--- src/rtl/tpu_cmd_pkg.sv ---
// Shared definitions for the GEMM command path (dispatcher, control unit, benches).
// Contents:
//   command_t     packed 64-bit GEMM descriptor, MSB->LSB
//                 addr_d, addr_c, addr_b, addr_a, len_n, len_k, len_m
//   ERR_*         bit constants for the dispatcher err_code output
//   disp_state_e  one-hot dispatcher FSM states
package tpu_cmd_pkg;

    localparam int CMD_ADDR_W = 10;
    localparam int CMD_LEN_W  = 8;
    localparam int CMD_W      = 4 * CMD_ADDR_W + 3 * CMD_LEN_W;

    typedef struct packed {
        logic [CMD_ADDR_W-1:0] addr_d;
        logic [CMD_ADDR_W-1:0] addr_c;
        logic [CMD_ADDR_W-1:0] addr_b;
        logic [CMD_ADDR_W-1:0] addr_a;
        logic [CMD_LEN_W-1:0]  len_n;
        logic [CMD_LEN_W-1:0]  len_k;
        logic [CMD_LEN_W-1:0]  len_m;
    } command_t;

    localparam logic [2:0] ERR_LEN  = 3'b001;
    localparam logic [2:0] ERR_WRAP = 3'b010;
    localparam logic [2:0] ERR_RSVD = 3'b100;

    typedef enum logic [2:0] {
        IDLE      = 3'b001,
        ISSUE     = 3'b010,
        WAIT_DONE = 3'b100
    } disp_state_e;

endpackage

--- src/rtl/cmd_sync_fifo.sv ---
// Parameterised synchronous FIFO with flush.
// Ports:
//   clk, rst      clock, synchronous active-low reset (pointers/count only)
//   flush         empties the FIFO on the next edge; a push in the same cycle is dropped
//   push, wr_data write side (ignored when full)
//   pop, rd_data  read side; rd_data shows the head entry (first-word fall-through)
//   count         registered occupancy
//   full, empty   from the registered pointers (extra MSB separates full from empty)
module cmd_sync_fifo #(
    parameter int WIDTH = 64,
    parameter int DEPTH = 4
) (
    input  logic                     clk,
    input  logic                     rst,
    input  logic                     flush,
    input  logic                     push,
    input  logic [WIDTH-1:0]         wr_data,
    input  logic                     pop,
    output logic [WIDTH-1:0]         rd_data,
    output logic [$clog2(DEPTH):0]   count,
    output logic                     full,
    output logic                     empty
);

    localparam int AW = $clog2(DEPTH);

    logic [WIDTH-1:0] mem [DEPTH];
    logic [AW:0]      wr_ptr;
    logic [AW:0]      rd_ptr;
    logic             do_push;
    logic             do_pop;

    assign empty   = (wr_ptr == rd_ptr);
    assign full    = (wr_ptr[AW] != rd_ptr[AW]) && (wr_ptr[AW-1:0] == rd_ptr[AW-1:0]);
    assign do_push = push && !full && !flush;
    assign do_pop  = pop && !empty && !flush;
    assign rd_data = mem[rd_ptr[AW-1:0]];

    always_ff @(posedge clk) begin
        if (!rst) begin
            wr_ptr <= '0;
            rd_ptr <= '0;
            count  <= '0;
        end else if (flush) begin
            wr_ptr <= '0;
            rd_ptr <= '0;
            count  <= '0;
        end else begin
            if (do_push) wr_ptr <= wr_ptr + 1'b1;
            if (do_pop)  rd_ptr <= rd_ptr + 1'b1;
            count <= count + (AW+1)'(do_push) - (AW+1)'(do_pop);
        end
    end

    // Storage carries no reset; validity is tracked by the pointers.
    always_ff @(posedge clk) begin
        if (do_push) mem[wr_ptr[AW-1:0]] <= wr_data;
    end

endmodule

--- src/rtl/cmd_dispatcher.sv ---
// GEMM command queue and dispatcher in front of control_unit.
// Validates host descriptors, queues legal ones, and issues one command at a
// time, waiting for done_irq before issuing the next.
// Ports:
//   clk, rst                 clock, synchronous active-low reset
//   host_cmd_valid/_data     host descriptor in; host_cmd_ready = queue not full
//   flush                    drop all queued (not yet issued) descriptors
//   cmd_valid/_data/_ready   issue handshake to control_unit
//   done_irq                 completion pulse from control_unit
//   err_valid, err_code      one-cycle reject pulse, code held until next reject
//   queue_count              occupied queue entries
//   done_count               completed commands (wraps)
//   idle                     queue empty and FSM in IDLE
module cmd_dispatcher
    import tpu_cmd_pkg::*;
#(
    parameter int ADDR_WIDTH           = 10,
    parameter int SYSTOLIC_ARRAY_WIDTH = 16,
    parameter int DEPTH                = 4
) (
    input  logic                      clk,
    input  logic                      rst,
    input  logic                      host_cmd_valid,
    input  logic [63:0]               host_cmd_data,
    output logic                      host_cmd_ready,
    input  logic                      flush,
    output logic                      cmd_valid,
    output logic [63:0]               cmd_data,
    input  logic                      cmd_ready,
    input  logic                      done_irq,
    output logic                      err_valid,
    output logic [2:0]                err_code,
    output logic [$clog2(DEPTH):0]    queue_count,
    output logic [15:0]               done_count,
    output logic                      idle
);

    localparam int CNT_W = $clog2(DEPTH) + 1;

    command_t          host_cmd;
    logic [63:0]       head_data;
    logic              fifo_full;
    logic              fifo_empty;
    logic              xfer;
    logic              push;
    logic              pop;
    logic              rej;
    logic [2:0]        chk_code;
    logic [CNT_W-1:0]  count_nxt;
    disp_state_e       state;
    disp_state_e       state_nxt;

    function automatic logic len_bad(input logic [CMD_LEN_W-1:0] len);
        return (len == '0) || (int'(len) > SYSTOLIC_ARRAY_WIDTH);
    endfunction

    // addr_d + len_m - 1 must stay inside the buffer; compared as addr_d + len_m
    // so a zero len_m cannot underflow.
    function automatic logic wrap_bad(input logic [CMD_ADDR_W-1:0] addr,
                                      input logic [CMD_LEN_W-1:0]  len);
        return (int'(addr) + int'(len)) > (1 << ADDR_WIDTH);
    endfunction

    assign host_cmd = command_t'(host_cmd_data);
    assign host_cmd_ready = !fifo_full;

    always_comb begin
        chk_code = '0;
        if (len_bad(host_cmd.len_m) || len_bad(host_cmd.len_k) || len_bad(host_cmd.len_n))
            chk_code = chk_code | ERR_LEN;
        if (wrap_bad(host_cmd.addr_d, host_cmd.len_m))
            chk_code = chk_code | ERR_WRAP;
    end

    // A transfer in a flush cycle is consumed silently.
    assign xfer = host_cmd_valid && host_cmd_ready && !flush;
    assign push = xfer && (chk_code == '0);
    assign rej  = xfer && (chk_code != '0);

    cmd_sync_fifo #(
        .WIDTH (64),
        .DEPTH (DEPTH)
    ) u_fifo (
        .clk     (clk),
        .rst     (rst),
        .flush   (flush),
        .push    (push),
        .wr_data (host_cmd),
        .pop     (pop),
        .rd_data (head_data),
        .count   (queue_count),
        .full    (fifo_full),
        .empty   (fifo_empty)
    );

    always_ff @(posedge clk) begin
        if (!rst) state <= IDLE;
        else      state <= state_nxt;
    end

    always_comb begin
        state_nxt = state;
        pop       = 1'b0;
        case (state)
            IDLE: begin
                // Popping during a flush would issue an entry the host just discarded.
                if (!fifo_empty && !flush) begin
                    pop       = 1'b1;
                    state_nxt = ISSUE;
                end
            end
            ISSUE: begin
                if (cmd_ready) state_nxt = WAIT_DONE;
            end
            WAIT_DONE: begin
                if (done_irq) state_nxt = IDLE;
            end
            default: state_nxt = IDLE;
        endcase
    end

    assign count_nxt = flush ? '0
                     : queue_count + CNT_W'(push) - CNT_W'(pop);

    always_ff @(posedge clk) begin
        if (!rst) begin
            cmd_valid  <= 1'b0;
            cmd_data   <= '0;
            err_valid  <= 1'b0;
            err_code   <= '0;
            done_count <= '0;
            idle       <= 1'b1;
        end else begin
            if (pop) begin
                cmd_valid <= 1'b1;
                cmd_data  <= head_data;
            end else if (state == ISSUE && cmd_ready) begin
                cmd_valid <= 1'b0;
            end
            err_valid <= rej;
            if (rej) err_code <= chk_code;
            if (state == WAIT_DONE && done_irq) done_count <= done_count + 16'd1;
            idle <= (state_nxt == IDLE) && (count_nxt == '0);
        end
    end

endmodule

--- config.mk ---
export PLATFORM = sky130hd
export DESIGN_NAME = cmd_dispatcher
export DESIGN_NICKNAME = d
export VERILOG_FILES = /design/src/rtl/tpu_cmd_pkg.sv /design/src/rtl/cmd_sync_fifo.sv /design/src/rtl/cmd_dispatcher.sv
export SDC_FILE = /design/constraint.sdc
export NUM_CORES = 1
export LEC_CHECK = 0
export BUFFER_PORTS_ARGS = -buffer_cell sky130_fd_sc_hd__clkbuf_2
export CAP_MARGIN = 20
export CORE_MARGIN = 1
export CORE_UTILIZATION = 52
export CTS_BUF_LIST = sky130_fd_sc_hd__clkbuf_16
export DETAILED_ROUTE_END_ITERATION = 12
export GPL_ROUTABILITY_DRIVEN = 0
export PLACE_DENSITY = 0.74
export SLEW_MARGIN = 0
export SYNTH_ARGS = -nofsm -noshare
export SYNTH_HDL_FRONTEND = slang
export SYNTH_SLANG_ARGS = --single-unit
export TNS_END_PERCENT = 30
--- constraint.sdc ---
create_clock -name clk -period 6.8 [get_ports clk]
set_input_delay 0.34 -clock clk [delete_from_list [all_inputs] [get_ports clk]]
set_output_delay 0.34 -clock clk [all_outputs]
set_load 0.02 [all_outputs]
-- Yosys cells after proc, flatten, opt, wreduce, memory -nomap -nowiden
Memories as Yosys holds them, arrays and structs flattened. A register that Yosys moved wholly into a read port is not among the register bits.
Cells that the tools add are included.
- register bits: 34
- bits in writable memories: 256
- input port bits: 70
- memories kept: 1
- memory list (name ; depth ; bits a word ; rd ports ; clocked after memory_dff ; write ports ; RTL line ; text):
    u_fifo.mem ; 4 ; 64 ; 1 ; 1 ; 1 ; cmd_sync_fifo.sv:27 ; logic [WIDTH-1:0] mem [DEPTH];
- add/subtract/negate cells: 8
- magnitude comparators: 4
- equal/unequal tests: 7
- mux-type cells: 13
- bitwise operators: 1
- reductions and logical operators: 30
- operators by type and width (cell ; number):
    greater-than comparator 8 x 5 -> 1 bit (second input constant) ; 3
    logical NOT 8 bit ; 3
    adder 16 x 1 -> 16 bit (second input constant) ; 1
    logical AND 1 bit ; 13
    2-to-1 mux 3 bit ; 4
    adder 10 x 8 -> 11 bit ; 1
    greater-than comparator 11 bit (second input constant) ; 1
    case mux 3 bit (3 select lines) ; 1
    2-to-1 mux 1 bit ; 7
    adder 3 x 1 -> 3 bit ; 2
    adder 3 x 1 -> 3 bit (second input constant) ; 2
    == test 3 x 1 -> 1 bit (second input constant) ; 2
    logical NOT 3 bit ; 2
    subtractor 3 x 1 -> 3 bit ; 2
    logical OR 1 bit ; 5
    logical NOT 1 bit ; 4
    == test 3 x 2 -> 1 bit (second input constant) ; 1
    == test 3 bit ; 1
    == test 3 bit (second input constant) ; 1
    nonzero test 3 bit ; 1
    == test 2 bit ; 1
    2-to-1 mux 2 bit ; 1
    nonzero test 2 bit ; 1
    OR reduction 2 bit ; 1
    other kinds (2) ; 2

-- Longest topological paths before layout
- word-level depth: 13
- gate-level depth with buffers: 14

-- Cells and area by module
A second synthesis with hierarchy kept.
- cell total of the unflattened synthesis: 883
- area total of the unflattened synthesis: 13892.1 µm²
- by module, submodules not included (module ; instances ; cells an instance ; area each (µm²)):
    cmd_sync_fifo ; 1 ; 419 ; 9958.3
    cmd_dispatcher ; 1 ; 464 ; 3933.8

-- Least setup slack after synthesis
Ideal clock, no wire load.
- path kind: input to register
- start point: input host_cmd_data[0]
- end point: memory u_fifo.mem[3][0], enable pin
- arrival time: 6.413 ns
- required time: 6.236 ns
- slack: -0.177 ns
- cell stages on the path: 9
- path buffers: 0
- cell sequence: ha_1 -> inv_1 -> fa_1 -> xnor2_1 -> nor3_2 -> o221ai_1 -> a2111oi_2 -> a31oi_2 -> nor3_1
- word-level cells in the longest chain between the ends: 12
- elaborated cells on any way between the ends: 15
- those cells by class: add/sub (1); order compare (2); mux (4); reduce/logical (8)
- RTL lines (element ; RTL line ; text):
    from (decl) ; cmd_dispatcher.sv:24 ; input logic [63:0] host_cmd_data,
    parallel branches: the longest is 5 deep, another holds adder 10 x 8 -> 11 bit ; -- ;
    2-to-1 mux 2 bit * ; cmd_dispatcher.sv:71 ; if (wrap_bad(host_cmd.addr_d, host_cmd.len_m))
    logical NOT 3 bit * ; cmd_dispatcher.sv:77 ; assign push = xfer && (chk_code == '0);
    logical AND 1 bit * ; cmd_dispatcher.sv:77 ;
    logical AND 1 bit * (2 in a row) ; cmd_sync_fifo.sv:35 ; assign do_push = push && !full && !flush;
    2-to-1 mux 1 bit * ; cmd_sync_fifo.sv:57 ; if (do_push) mem[wr_ptr[AW-1:0]] <= wr_data;
    2-to-1 mux 1 bit (not written as such) * ; cmd_sync_fifo.sv:57 ;
    to (decl) ; cmd_sync_fifo.sv:27 ;
Every way passes the cells marked *.

-- Final worst setup path
- start point: input host_cmd_data[0]
- end point: memory u_fifo.mem[3][45], enable pin
The elaborated chain is that of the path after synthesis.

==> qor.yml <==
core.rowCount: 58
yosys_most_used_dff: "edfxtp_1"
drt-initial-drc-count: 590
setup_viol: 0
grt_remaining_overflow: 0
dieArea_um2: 26430
ys_top_cells_by_area: "edfxtp_1, dfxtp_1, mux4_2"
synth.top_cell.area_share_pct: 57.33
drive_above_1_share_pct: 27.71
cts.sinks: 353
place_ws_ns: 2.978
max_freq_mhz: 301.4
netlist_instances: 861
coreArea_um2: 25250
r2r_setup_slack_ns: 3.54
finalInstanceArea_um2: 15670
synth_cell_types: 47
cp_max_fo: 29
syn_nets: 952
dpl-instance-area_um2: 14540
startpoint: "host_cmd_data[0]"
final.setup.worst_slack_ns: 3.482
cp-start-kind: "input pin"
rsz0062_at_grt: "false"
ctsResizeCount: 0
clockBufferDepth: 3
critPathCaptureType: "flip-flop"
crit_arrival_ns: 3.48
drv_slew: 0
synth_edf_count: 256
timing.rr.start: "u_fifo.rd_ptr[1]"
hpwl_mm: 15.57
required_ns: 6.96
grt_use_total_pct: 20.43
h-tree-depth: 2
finalHoldViolations: 0
diodes: 0
crit_type: "input pin to flip-flop"
drt_first_pass_iters: 5
die_x_um: 162.6
first_global_vias: 7538
port_buffers: 158
start_util_pct: 53.10
synthArstFlopShare_pct: 0
power_density_nw_per_um2: 272.7
syn_avg_cell_area_um2: 15.57
layout.nets: 1114
maxCapViolations: 0
fin_crit_sh_pct: 48.80
syn2layout_area_growth_pct: 16.88
cts-root-buf: "clkbuf_16"
wl_per_cell_um: 19.00
via_count: 7590
leakage_nw: 5.451
syn_area_um2: 13410
ir_drop_mv: 0.2378
cts_tree: "yes"
outcome: "finished, final reports clean"
r2r_end: "u_fifo.mem[2][42]"
post_cts_buffers: 0
ctsHoldBuffers: 0
grt_pass1_wl_mm: 41.00
ant_nets: 0
viasPerCell: 5.500
skew_ns: 0.02034
ys_ff_latch: 353
grt_max_degree: 70
yosysWarnings: 0
tns_ns: 0
wl_mm: 26.22
pin_count: 160
clkSlewWorstSetupHoldPaths_ns: 0.06
period_minus_slack_ns: 3.318
synth_seq_area_share_pct: 71.81
cts_buffers: 37
antenna_found_initial: 0
reg2reg_depth: 6
die_h_um: 162.6
slew-limit-headroom_pct: 31.76
hp-class: "input pin to flip-flop"
worst_pin_slew_ns: 1.024
critPathCapture: "u_fifo.mem[3][45]"
insertion_delay_ns: 0.52
drcViolationCount: 0
yosys.area.top_type: "edfxtp_1"
## logic make-up (layout without fill, tap and decap cells)
logic type	Yosys count	in the layout	share of synthesized area, %
AOI/OAI and AO/OA	110	110	4.572
xor gates and xnor gates	27	27	1.764
adders and majority gates	21	21	2.128
buffers and inverters	60	249	1.754
DFF	353	353	71.81
muxes	67	67	10.97
other	1	1	0.02797
and+or+nand+nor	222	222	6.970
## worst min path at each step
stage                       from           endpoint  slack [ns]  depth (start not counted)
6_report       host_cmd_data[31]  u_fifo.mem[1][31]        0.04                          1
4_1_cts        host_cmd_data[37]  u_fifo.mem[1][37]        0.02                          1
5_1_grt        host_cmd_data[31]  u_fifo.mem[1][31]        0.03                          1
3_5_place_dp        cmd_data[63]       cmd_data[63]        0.45                          2
2_1_floorplan                rst               idle        0.41                          1
3_3_place_gp        cmd_data[22]       cmd_data[22]        0.44                          2
## placed cells by master (no fill, tap or decap), drive strengths merged, types with 4 or more instances in the layout
master	count
nand3	7
xor2	16
ha	18
buf	6
xnor2	11
nand4	4
o21ai	10
nor2	34
dfxtp	97
nand2	149
edfxtp	256
a21oi	81
and3	7
clkinv	12
inv	33
a21o	4
mux4	64
clkbuf	195
nor4	5
## sequential cells by signal (all words and copies together), names as in the netlist
name and cells:
u_fifo.mem 256, cmd_data 64, done_count 16, state 3, u_fifo.count 3, u_fifo.rd_ptr 3, u_fifo.wr_ptr 3, err_code 2
cmd_valid 1, err_valid 1, idle 1
## cell usage after synthesis (3+ instances only)
master and instances:
edfxtp_1 256, nand2_1 149, dfxtp_1 97, a21oi_1 81, mux4_2 64, nor2_1 34
clkbuf_1 29, ha_1 18, inv_1 18, xor2_1 16, xnor2_1 11, o21ai_0 9
and3_1 7, nand3_1 7, buf_1 6, buf_2 5, nor4_1 5, a21o_1 4
nand4_1 4, fa_1 3, mux2i_1 3, or3_1 3
## routing by layer
layer / global-route usage (%) / vias to the layer above / wire length, µm
met4: 6.075 / 0 / 484
met3: 3.514 / 42 / 1682
li1: - / 3566 / -
met1: 27.94 / 3743 / 11100
met5: 0 / - / 0
met2: 33.76 / 239 / 12950
## final cells by class
type	instances	area, µm²
Clock inverter	29	206.4
Timing Repair Buffer	164	835.8
Clock buffer	37	925.9
Sequential cell	353	9637
Multi-Input combinational cell	448	3582
Inverter	19	72.57
Fill cell	1866	9582
Tap cell	330	412.9
## worst max-delay path, cell delays in order
cell	delay, ns
clkbuf_2	0.14
ha_1	0.18
inv_1	0.06
fa_1	0.41
xnor2_1	0.17
nor3_2	0.18
o221ai_1	0.17
a2111oi_2	0.47
a31oi_2	0.29
nor3_4	0.56
buf_4	0.50
## through the flow
step	utilization, %	power [mW]	hold WS, ns	instances
after floorplan	-	2.394	0.4111	861
after global placement	57.58	2.442	0.4423	1314
after detailed placement	57.58	2.445	0.4460	1314
after CTS	62.06	4.312	0.02404	1380
after global routing	62.06	4.409	0.02879	1380
final	62.06	4.274	0.03983	1380
## power breakdown
group / internal, mW / switching [mW] / total [mW]
registers: 2.30 / 0.000377 / 2.30
logic: 0.0328 / 0.0646 / 0.0974
clock network: 1.10 / 0.771 / 1.87
total: 3.44 / 0.836 / 4.27
Note: power is estimated with default switching activity, not from simulation.
